$ cat src/rtl/multicycle_core_if.sv
// Instruction and data memory req/ack bundle for multicycle_core.
// master = core side, slave = memory side.
interface multicycle_core_if #(
    parameter int DW = 32,
    parameter int AW = 16
);
    logic          imem_req;
    logic [AW-1:0] imem_addr;
    logic          imem_ack;
    logic [31:0]   imem_rdata;
    logic          dmem_req;
    logic          dmem_we;
    logic [AW-1:0] dmem_addr;
    logic [DW-1:0] dmem_wdata;
    logic          dmem_ack;
    logic [DW-1:0] dmem_rdata;

    modport master (
        output imem_req, imem_addr,
        input  imem_ack, imem_rdata,
        output dmem_req, dmem_we, dmem_addr, dmem_wdata,
        input  dmem_ack, dmem_rdata
    );

    modport slave (
        input  imem_req, imem_addr,
        output imem_ack, imem_rdata,
        input  dmem_req, dmem_we, dmem_addr, dmem_wdata,
        output dmem_ack, dmem_rdata
    );
endinterface

$ cat src/rtl/multicycle_core.sv
// Multicycle core: FETCH/DECODE/EXEC/MEM/WB/HALT over req/ack memories.
// Define MULTICYCLE_ILLEGAL_TRAP_EN to trap illegal opcodes (err + HALT).
module multicycle_core #(
    parameter int DW = 32,
    parameter int NREG = 32,
    parameter int AW = 16,
    parameter logic [AW-1:0] RESET_PC = '0
) (
    input  logic              clk,
    input  logic              rst_n,
    multicycle_core_if.master bus,
    output logic [AW-1:0]     pc,
    output logic              retire,
    output logic              halted,
    output logic              err
);
    localparam int RW = $clog2(NREG);

    typedef enum logic [2:0] {
        S_FETCH, S_DECODE, S_EXEC, S_MEM, S_WB, S_HALT
    } state_e;

    state_e        state_q, state_d;
    logic [AW-1:0] pc_q, pc_d;
    logic [31:0]   ir_q, ir_d;
    logic [DW-1:0] a_q, a_d;
    logic [DW-1:0] b_q, b_d;
    logic [DW-1:0] alu_q, alu_d;
    logic [DW-1:0] mdr_q, mdr_d;
    logic [DW-1:0] rf_q [NREG];

    logic          rf_we;
    logic [RW-1:0] rf_wa;
    logic [DW-1:0] rf_wd;
    logic          imem_req_c;
    logic          dmem_req_c;
    logic          dmem_we_c;

    logic [5:0]    op;
    logic [RW-1:0] rs_idx, rt_idx, rd_idx;
    logic          is_r, is_i, is_lw, is_sw;
    logic          is_beq, is_bne, is_jmp, is_halt;
    logic [DW-1:0] imm_s, opb, alu_res, addr_sum;
    logic [AW-1:0] br_tgt, jmp_tgt;
    logic          br_taken;

    assign op     = ir_q[31:26];
    assign rs_idx = ir_q[21 +: RW];
    assign rt_idx = ir_q[16 +: RW];
    assign rd_idx = ir_q[11 +: RW];

    assign is_r    = (op[5:4] == 2'b00);
    assign is_i    = (op[5:4] == 2'b01);
    assign is_lw   = (op == 6'b100000);
    assign is_sw   = (op == 6'b100001);
    assign is_beq  = (op == 6'b110000);
    assign is_bne  = (op == 6'b110001);
    assign is_jmp  = (op == 6'b110010);
    assign is_halt = (op == 6'b111111);

    assign imm_s    = DW'($signed(ir_q[15:0]));
    assign opb      = is_r ? b_q : imm_s;
    assign addr_sum = a_q + imm_s;
    // pc_q already holds pc+1 by the time EXEC runs
    assign br_tgt   = pc_q + imm_s[AW-1:0];
    assign jmp_tgt  = AW'(ir_q[15:0]);
    assign br_taken = is_beq ? (a_q == b_q) : (a_q != b_q);

    always_comb begin
        alu_res = a_q;
        case (op[3:0])
            4'd0:    alu_res = a_q + opb;
            4'd1:    alu_res = a_q - opb;
            4'd2:    alu_res = a_q & opb;
            4'd3:    alu_res = a_q | opb;
            4'd4:    alu_res = a_q ^ opb;
            4'd5:    alu_res = DW'($signed(a_q) < $signed(opb));
            4'd6:    alu_res = a_q << opb[4:0];
            4'd7:    alu_res = a_q >> opb[4:0];
            default: alu_res = a_q;
        endcase
    end

`ifdef MULTICYCLE_ILLEGAL_TRAP_EN
    logic err_q, err_d;
`endif

    always_comb begin
        state_d    = state_q;
        pc_d       = pc_q;
        ir_d       = ir_q;
        a_d        = a_q;
        b_d        = b_q;
        alu_d      = alu_q;
        mdr_d      = mdr_q;
`ifdef MULTICYCLE_ILLEGAL_TRAP_EN
        err_d      = err_q;
`endif
        rf_we      = 1'b0;
        rf_wa      = is_r ? rd_idx : rt_idx;
        rf_wd      = is_lw ? mdr_q : alu_q;
        retire     = 1'b0;
        imem_req_c = 1'b0;
        dmem_req_c = 1'b0;
        dmem_we_c  = 1'b0;
        unique case (state_q)
            S_FETCH: begin
                imem_req_c = 1'b1;
                if (bus.imem_ack) begin
                    ir_d    = bus.imem_rdata;
                    pc_d    = pc_q + 1'b1;
                    state_d = S_DECODE;
                end
            end
            S_DECODE: begin
                a_d     = rf_q[rs_idx];
                b_d     = rf_q[rt_idx];
                state_d = S_EXEC;
            end
            S_EXEC: begin
                unique case (1'b1)
                    is_r, is_i: begin
                        alu_d   = alu_res;
                        state_d = S_WB;
                    end
                    is_lw, is_sw: begin
                        alu_d   = addr_sum;
                        state_d = S_MEM;
                    end
                    is_beq, is_bne: begin
                        if (br_taken) pc_d = br_tgt;
                        retire  = 1'b1;
                        state_d = S_FETCH;
                    end
                    is_jmp: begin
                        pc_d    = jmp_tgt;
                        retire  = 1'b1;
                        state_d = S_FETCH;
                    end
                    is_halt: begin
                        retire  = 1'b1;
                        state_d = S_HALT;
                    end
                    default: begin
`ifdef MULTICYCLE_ILLEGAL_TRAP_EN
                        err_d   = 1'b1;
                        state_d = S_HALT;
`else
                        retire  = 1'b1;
                        state_d = S_FETCH;
`endif
                    end
                endcase
            end
            S_MEM: begin
                dmem_req_c = 1'b1;
                dmem_we_c  = is_sw;
                if (bus.dmem_ack) begin
                    if (is_sw) begin
                        retire  = 1'b1;
                        state_d = S_FETCH;
                    end else begin
                        mdr_d   = bus.dmem_rdata;
                        state_d = S_WB;
                    end
                end
            end
            S_WB: begin
                rf_we   = 1'b1;
                retire  = 1'b1;
                state_d = S_FETCH;
            end
            S_HALT: state_d = S_HALT;
            default: state_d = S_FETCH;
        endcase
    end

    always_ff @(posedge clk or negedge rst_n) begin
        if (!rst_n) begin
            state_q <= S_FETCH;
            pc_q    <= RESET_PC;
            ir_q    <= '0;
            a_q     <= '0;
            b_q     <= '0;
            alu_q   <= '0;
            mdr_q   <= '0;
        end else begin
            state_q <= state_d;
            pc_q    <= pc_d;
            ir_q    <= ir_d;
            a_q     <= a_d;
            b_q     <= b_d;
            alu_q   <= alu_d;
            mdr_q   <= mdr_d;
        end
    end

    // r0 is never written, so it keeps its reset value of zero
    always_ff @(posedge clk or negedge rst_n) begin
        if (!rst_n) begin
            for (int i = 0; i < NREG; i++) rf_q[i] <= '0;
        end else if (rf_we && (rf_wa != '0)) begin
            rf_q[rf_wa] <= rf_wd;
        end
    end

`ifdef MULTICYCLE_ILLEGAL_TRAP_EN
    always_ff @(posedge clk or negedge rst_n) begin
        if (!rst_n) err_q <= 1'b0;
        else        err_q <= err_d;
    end
    assign err = err_q;
`else
    assign err = 1'b0;
`endif

    // Requests are masked by reset so they fall the moment rst_n drops
    assign bus.imem_req   = imem_req_c & rst_n;
    assign bus.imem_addr  = pc_q;
    assign bus.dmem_req   = dmem_req_c & rst_n;
    assign bus.dmem_we    = dmem_we_c & rst_n;
    assign bus.dmem_addr  = alu_q[AW-1:0];
    assign bus.dmem_wdata = b_q;

    assign pc     = pc_q;
    assign halted = (state_q == S_HALT);
endmodule

$ cat src/flat_wrapper.sv
// flat-port wrapper written by rule: the top's interface ports become plain ports
module multicycle_core_flat 
#(
    parameter int DW = 32,
    parameter int NREG = 32,
    parameter int AW = 16,
    parameter logic [AW-1:0] RESET_PC = '0
)
  (clk, rst_n, pc, retire, halted, err, bus_imem_req, bus_imem_addr, bus_imem_ack, bus_imem_rdata, bus_dmem_req, bus_dmem_we, bus_dmem_addr, bus_dmem_wdata, bus_dmem_ack, bus_dmem_rdata);
  multicycle_core_if #(.DW(DW), .AW(AW)) bus_i ();
  input  logic clk;
  input  logic rst_n;
  output logic [AW-1:0] pc;
  output logic retire;
  output logic halted;
  output logic err;
  output wire logic [$bits(bus_i.imem_req)-1:0] bus_imem_req;
  output wire logic [$bits(bus_i.imem_addr)-1:0] bus_imem_addr;
  input wire logic [$bits(bus_i.imem_ack)-1:0] bus_imem_ack;
  input wire logic [$bits(bus_i.imem_rdata)-1:0] bus_imem_rdata;
  output wire logic [$bits(bus_i.dmem_req)-1:0] bus_dmem_req;
  output wire logic [$bits(bus_i.dmem_we)-1:0] bus_dmem_we;
  output wire logic [$bits(bus_i.dmem_addr)-1:0] bus_dmem_addr;
  output wire logic [$bits(bus_i.dmem_wdata)-1:0] bus_dmem_wdata;
  input wire logic [$bits(bus_i.dmem_ack)-1:0] bus_dmem_ack;
  input wire logic [$bits(bus_i.dmem_rdata)-1:0] bus_dmem_rdata;
  assign bus_imem_req = bus_i.imem_req;
  assign bus_imem_addr = bus_i.imem_addr;
  assign bus_i.imem_ack = bus_imem_ack;
  assign bus_i.imem_rdata = bus_imem_rdata;
  assign bus_dmem_req = bus_i.dmem_req;
  assign bus_dmem_we = bus_i.dmem_we;
  assign bus_dmem_addr = bus_i.dmem_addr;
  assign bus_dmem_wdata = bus_i.dmem_wdata;
  assign bus_i.dmem_ack = bus_dmem_ack;
  assign bus_i.dmem_rdata = bus_dmem_rdata;
  multicycle_core #(.DW(DW), .NREG(NREG), .AW(AW), .RESET_PC(RESET_PC)) u_core (.clk(clk), .rst_n(rst_n), .bus(bus_i), .pc(pc), .retire(retire), .halted(halted), .err(err));
endmodule
$ cat config.mk
export PLATFORM = sky130hd
export DESIGN_NAME = multicycle_core_flat
export DESIGN_NICKNAME = d
export VERILOG_FILES = /design/src/rtl/multicycle_core_if.sv /design/src/rtl/multicycle_core.sv /design/src/flat_wrapper.sv
export SDC_FILE = /design/constraint.sdc
export NUM_CORES = 2
export LEC_CHECK = 0
export CAP_MARGIN = 10
export CORE_MARGIN = 3
export CORE_UTILIZATION = 49
export CTS_BUF_LIST = sky130_fd_sc_hd__clkbuf_16
export CTS_CLUSTER_SIZE = 20
export DETAILED_ROUTE_END_ITERATION = 8
export PLACE_DENSITY = 0.65
export SLEW_MARGIN = 10
export SYNTH_ARGS = -nofsm -noshare
export SYNTH_HDL_FRONTEND = slang
export SYNTH_SLANG_ARGS = --single-unit
$ cat constraint.sdc
create_clock -name clk -period 5.5 [get_ports clk]
set_clock_uncertainty 0.05 [all_clocks]
set_input_delay 1.1 -clock clk [delete_from_list [all_inputs] [get_ports clk]]
set_output_delay 1.1 -clock clk [all_outputs]
set_load 0.01 [all_outputs]
**After elaboration in Yosys (flattened, before gate mapping)**

Cells that the tools add are included.

- RAM bits: 0
- Latch bits: 0
- Output and inout bits: 86
- Memory bits (read-only): 0
- Memories: 0
- Register bits after elaboration: 1203
- Word-level logic and storage cells: 135

- Multiplexer cells: 32
- Div/mod/pow operators: 0
- Reduce and logical (&&, ||, !) cells: 17
- Equality and inequality tests: 25
- Multiply operators: 0
- Shift operators: 2
- Bitwise gates (word level): 10
- Order comparisons: 5
- Add/sub/neg operators: 5

Operator list:

| cell | number |
|---|---|
| bitwise mux 1024 bit | 1 |
| binary-select mux 32 bit (select 5 bit) | 2 |
| case mux 32 bit (8 select lines) | 1 |
| 2-to-1 mux 32 bit | 7 |
| demux 32 bit (select 5 bit) | 1 |
| adder 32 bit | 2 |
| case mux 16 bit (2 select lines) | 2 |
| case mux 32 bit (2 select lines) | 1 |
| equality test 6 bit, second input constant | 6 |
| bitwise AND 32 bit | 1 |
| equality test 32 bit | 1 |
| less-than comparator 32 bit | 1 |
| 2-to-1 mux 16 bit | 2 |
| != test 32 bit | 1 |
| OR 32 bit | 1 |
| left shift 32 x 5 -> 32 bit | 1 |
| right shift 32 x 5 -> 32 bit | 1 |
| subtractor 32 bit | 1 |
| bitwise XOR 32 bit | 1 |
| >= comparator 6 bit, second input constant | 3 |
| inverter 5 -> 6 bit | 3 |
| adder 16 x 1 -> 16 bit, second input constant | 1 |
| adder 16 bit | 1 |
| equality test 4 x 3 -> 1 bit, second input constant | 4 |
| 29 further kinds | 50 |

**Logic depth before layout (Yosys ltp)**

- Depth after elaboration: 8
- Gate-level depth with buffers: 21
- Mapped depth without buffers: 16

**Least setup slack after synthesis**

OpenSTA, ideal clock, no wires.

- Kind: reg-to-reg
- Start point: register u_core.ir_q[31]
- End point: register u_core.alu_q[30]
- Path slack: 0.769 ns
- Arrival: 4.552 ns
- Stages on the path, launching flop included: 20
- Path buffers: 5
- Period minus slack after synthesis: 4.731 ns
- Cells stage by stage: dfrtp_1 > buf_2 > nor2_4 > clkbuf_1 > buf_1 > clkbuf_1 > mux2_2 > inv_1 > ha_1 > buf_2 > and3_1 > nand3_1 > o31ai_2 > a2111oi_2 > o41a_1 > o21ai_1 > or3b_2 > mux2i_1 > a221oi_1 > a21oi_1

- Word-level cells in the longest chain between the ends: 5

Ends and longest elaborated chain:

| item | RTL line | text |
|---|---|---|
| from (decl) | multicycle_core.sv:25 | `logic [31:0] ir_q, ir_d;` |
| from (signal assigned) | multicycle_core.sv:190 | `ir_q <= ir_d;` |
| zero test 2 bit | multicycle_core.sv:52 | `assign is_r = (op[5:4] == 2'b00);` |
| 2-to-1 mux 32 bit | multicycle_core.sv:62 | `assign opb = is_r ? b_q : imm_s;` |
| subtractor 32 bit, or another cell as far along | multicycle_core.sv:73 | `4'd1: alu_res = a_q - opb;` |
| case mux 32 bit (8 select lines) | multicycle_core.sv:71 | `case (op[3:0])` |
| case mux 32 bit (2 select lines) | multicycle_core.sv:121 | `unique case (1'b1)` |
| to (signal assigned) | multicycle_core.sv:193 | `alu_q <= alu_d;` |
| to (decl) | multicycle_core.sv:28 | `logic [DW-1:0] alu_q, alu_d;` |

Parallel ways exist; a longest one is shown, timed or not.
A chain may end at the register's enable or synchronous reset.

**Worst setup path after layout**

- Start point: register u_core.ir_q[30]
- End point: register u_core.alu_q[30]

The elaborated chain is that of the path after synthesis.

==> results.yml <==
yosys:
  synth_edf_count: 0
  main_synth_ff_type: "sky130_fd_sc_hd__dfrtp_1"
  synthesis.instances: 6762
  syn-cell-area_um2: 71200
  netlist-cell-type-count: 103
  post_syn_nets: 6987
  synth_seq_area_share_pct: 42.3
  synthesis.yosys.warnings: 0
  ys_async_sr_fraction_pct: 100
  avgSynthCellArea_um2: 10.5
  ys_ff_latch: 1203
critical_path:
  critical_path.max_stage_delay_ps: 600
  r2r-start: "u_core.ir_q[30]"
  endpoint_kind: "flop"
  critPathArrivalTime_ps: 5570
  setup.worst_path.start: "u_core.ir_q[30]"
  timing.critical_path.required_ps: 6100
  critPathMaxFanout: 15
  worstPathBufferInverterCount: 0
  critical_path.startpoint_type: "flop"
  path_cells: "nor2_4, mux2_4, ha_1, fa_1, a211oi_1, o211ai_1, a31oi_1, o31ai_2, a2111oi_2, o41a_1, o21ai_1, or3b_2, mux2i_1, a221oi_1, a21oi_1"
  worst-setup-path-type: "reg -> reg"
  critical_path.top_delay_family: "compound AO/OA/AOI/OAI gates"
  slowest_stage: "sky130_fd_sc_hd__a2111oi_2"
finish:
  final_nets: 6787
  syn2layout_area_growth_pct: 11.0
  finalInstanceArea_um2: 79100
  finish.cell_count_without_fillers: 8577
  drive_above_1_share_pct: 18.8
routing:
  drt_first_iter_violations: 7344
  drc_errors: 0
  drt-wirelength-per-cell_um: 30.2
  final_antenna_net_count: 0
  via_count: 57200
  routed_via_density: 6.67
  wl_mm: 259
  dr.pass1.iters: 8
sta:
  worst_slew_margin_rel_pct: 17.0
  setup_violating_endpoint_count_in_the_final_report: 0
  hold_viol_final: 0
  post-route-min-period_ps: 4970
  rsz0062_at_grt: "no"
  final.setup.worst_slack_ps: 529
  setup-tns-final_ps: 0
  fmaxAchievable_mhz: 201
  period_share_pct: 90.4
  timing.final.max_slew_violations: 0
  tightestPinTransition_ps: 1250
status:
  run_status: "completed"
power:
  leakage_uw: 0.0338
  vdd_ir_drop_max_uv: 404
  cellInternalPower_uw: 30000
  p_per_area_nw_per_um2: 718
  switchingPower_uw: 26700
  power_frac_comb_pct: 56.3
  sequential_power_share_pct: 27.6
  power_switching_share_pct: 47.1
  share_clk_of_total_power_pct: 16.1
grt:
  number_of_global_route_vias_before_repair: 56000
  grt_first_pass_wirelength_mm: 383
  grt_util_all_layers_pct: 34.4
  grt_antenna_before_repair: 7
  grt_max_degree: 190
  grt_remaining_overflow: 0
cts:
  cts_made_buffers: 135
  maximum_buffer_depth_of_the_clock_tree: 3
  insertion_delay_ps: 790
  tritoncts_num_sinks: 1203
  clk_pin_slew_ps: 60
  cts_setup_buffers: 0
  tritoncts_clock_tree: "built"
  cts_htree_levels: 4
  hold_fix_buffers_cts: 0
  cts_root_buf: "sky130_fd_sc_hd__clkbuf_16"
  postCtsResizedCells: 0
floorplan:
  start_util_pct: 49.5
  io_pins: 154
  floorplan.core_area_um2: 144000
  std_cell_rows: 139
  die_area_um2: 150000
  dieWidth_um: 387
  die_height_um: 387
placement:
  numPortBuffers: 152
  placed_cells_incl_taps: 8328
  place_area_um2: 74700
  pre_cts_slack_ps: 661
  gpl.final_weighted_congestion: 1.06
  dp_hpwl_mm: 166
run:
  timing.max_cap.violations: 0
min_path:
  min_path_type: "in -> async"
[synth_stat cells, types with 46 or more instances]
library cell | n | area, um^2
sky130_fd_sc_hd__clkbuf_1 | 535 | 2010
sky130_fd_sc_hd__nor3_1 | 54 | 270
sky130_fd_sc_hd__xor2_1 | 52 | 455
sky130_fd_sc_hd__o21ai_0 | 545 | 2730
sky130_fd_sc_hd__buf_1 | 81 | 304
sky130_fd_sc_hd__xnor2_1 | 46 | 403
sky130_fd_sc_hd__dfrtp_1 | 1203 | 30100
sky130_fd_sc_hd__a21oi_1 | 890 | 4450
sky130_fd_sc_hd__o211ai_1 | 47 | 353
sky130_fd_sc_hd__inv_1 | 113 | 424
sky130_fd_sc_hd__mux2_2 | 70 | 788
sky130_fd_sc_hd__a21o_1 | 46 | 345
sky130_fd_sc_hd__mux4_2 | 658 | 14800
sky130_fd_sc_hd__nand2_1 | 628 | 2360
sky130_fd_sc_hd__nor2_1 | 848 | 3180
sky130_fd_sc_hd__mux2i_1 | 160 | 1600
sky130_fd_sc_hd__ha_1 | 154 | 1930
sky130_fd_sc_hd__nand3_1 | 54 | 270
[metal layers]
layer | wire length [um] | vias up | share of wire (%) | GRT usage (%)
met5 | 41 | - | 0.016 | 0
li1 | - | 24300 | - | -
met3 | 27000 | 676 | 10 | 7.58
met4 | 13900 | 6 | 5.3 | 16.1
met2 | 116000 | 3243 | 45 | 51.4
met1 | 102000 | 29000 | 40 | 48.1
[state kept, by name (all words and copies together) (netlist names)]
register,flops
u_core.rf_q,1024
u_core.a_q,32
u_core.alu_q,32
u_core.bus.dmem_wdata,32
u_core.ir_q,32
u_core.mdr_q,32
u_core.bus.imem_addr,16
u_core.state_q,3
[worst paths after layout]
| path | end | slack [ps] | cells after the start |
|---|---|---|---|
| worst max-delay path | u_core.alu_q[30] | 530 | 15 |
| worst min-delay path | u_core.rf_q[976] | 180 | 1 |
| worst max register to register | u_core.alu_q[30] | 530 | 15 |
| worst min register to register | u_core.rf_q[1001] | 340 | 0 |
| max in group asynchronous | u_core.ir_q[20] | 2860 | 3 |
| min in group clk | u_core.rf_q[1001] | 340 | 0 |
[power groups by stage]
| stage | clock, uW | combinational [uW] | sequential [uW] |
|---|---|---|---|
| floorplan | 0 | 22200 | 13800 |
| global placement | 0 | 31000 | 15400 |
| detailed placement | 0 | 31200 | 15700 |
| CTS | 9280 | 31300 | 15500 |
| global route | 9640 | 34000 | 16000 |
| finish | 9160 | 32000 | 15700 |
[logic make-up (layout without fill, tap and decap cells)]
kind of cell               after synthesis  count (layout)  synth area share (%)
buffers and inverters                  813             721                  4.64
xor gates and xnor gates                98              98                  1.20
DFF                                   1203            1203                  42.3
muxes                                  890             890                  24.2
and+or+nand+nor                       1743            1743                  10.0
adders and majority gates              157             157                  2.79
AOI/OAI and AO/OA                     1857            1857                  14.9
other                                    1               5               0.00526
[cells in the final DEF (no fill, tap or decap), types with 137 or more instances in the layout]
cell type / synthesis / layout
sky130_fd_sc_hd__mux4_2: 658 / 658
sky130_fd_sc_hd__buf_4: 39 / 173
sky130_fd_sc_hd__a21oi_1: 890 / 889
sky130_fd_sc_hd__nand2_1: 628 / 624
sky130_fd_sc_hd__clkbuf_16: 0 / 137
sky130_fd_sc_hd__clkdlybuf4s50_1: 0 / 151
sky130_fd_sc_hd__nor2_1: 848 / 831
sky130_fd_sc_hd__o21ai_0: 545 / 545
sky130_fd_sc_hd__dfrtp_1: 1203 / 1192
sky130_fd_sc_hd__ha_1: 154 / 154
sky130_fd_sc_hd__inv_1: 113 / 147
[per-stage QoR]
step | hold slack, ps | total power (uW) | utilization (%)
2_1_floorplan | 391 | 36000 | -
3_3_place_gp | 326 | 46400 | 51.9
3_5_place_dp | 333 | 46800 | 51.9
4_1_cts | 155 | 56100 | 54.9
5_1_grt | 176 | 59600 | 54.9
6_report | 181 | 56800 | 54.9
[cell type report]
cell class                      instances  area (um^2)
Timing Repair Buffer                  356         3450
Clock inverter                        108          976
Multi-Input combinational cell       4746        38300
Clock buffer                          137         3430
Inverter                              120          450
Sequential cell                      1203        30100
Antenna cell                            4         10.0
Fill cell                           12400        64900
Tap cell                             1903         2380
(Power assumes the default switching activity.)
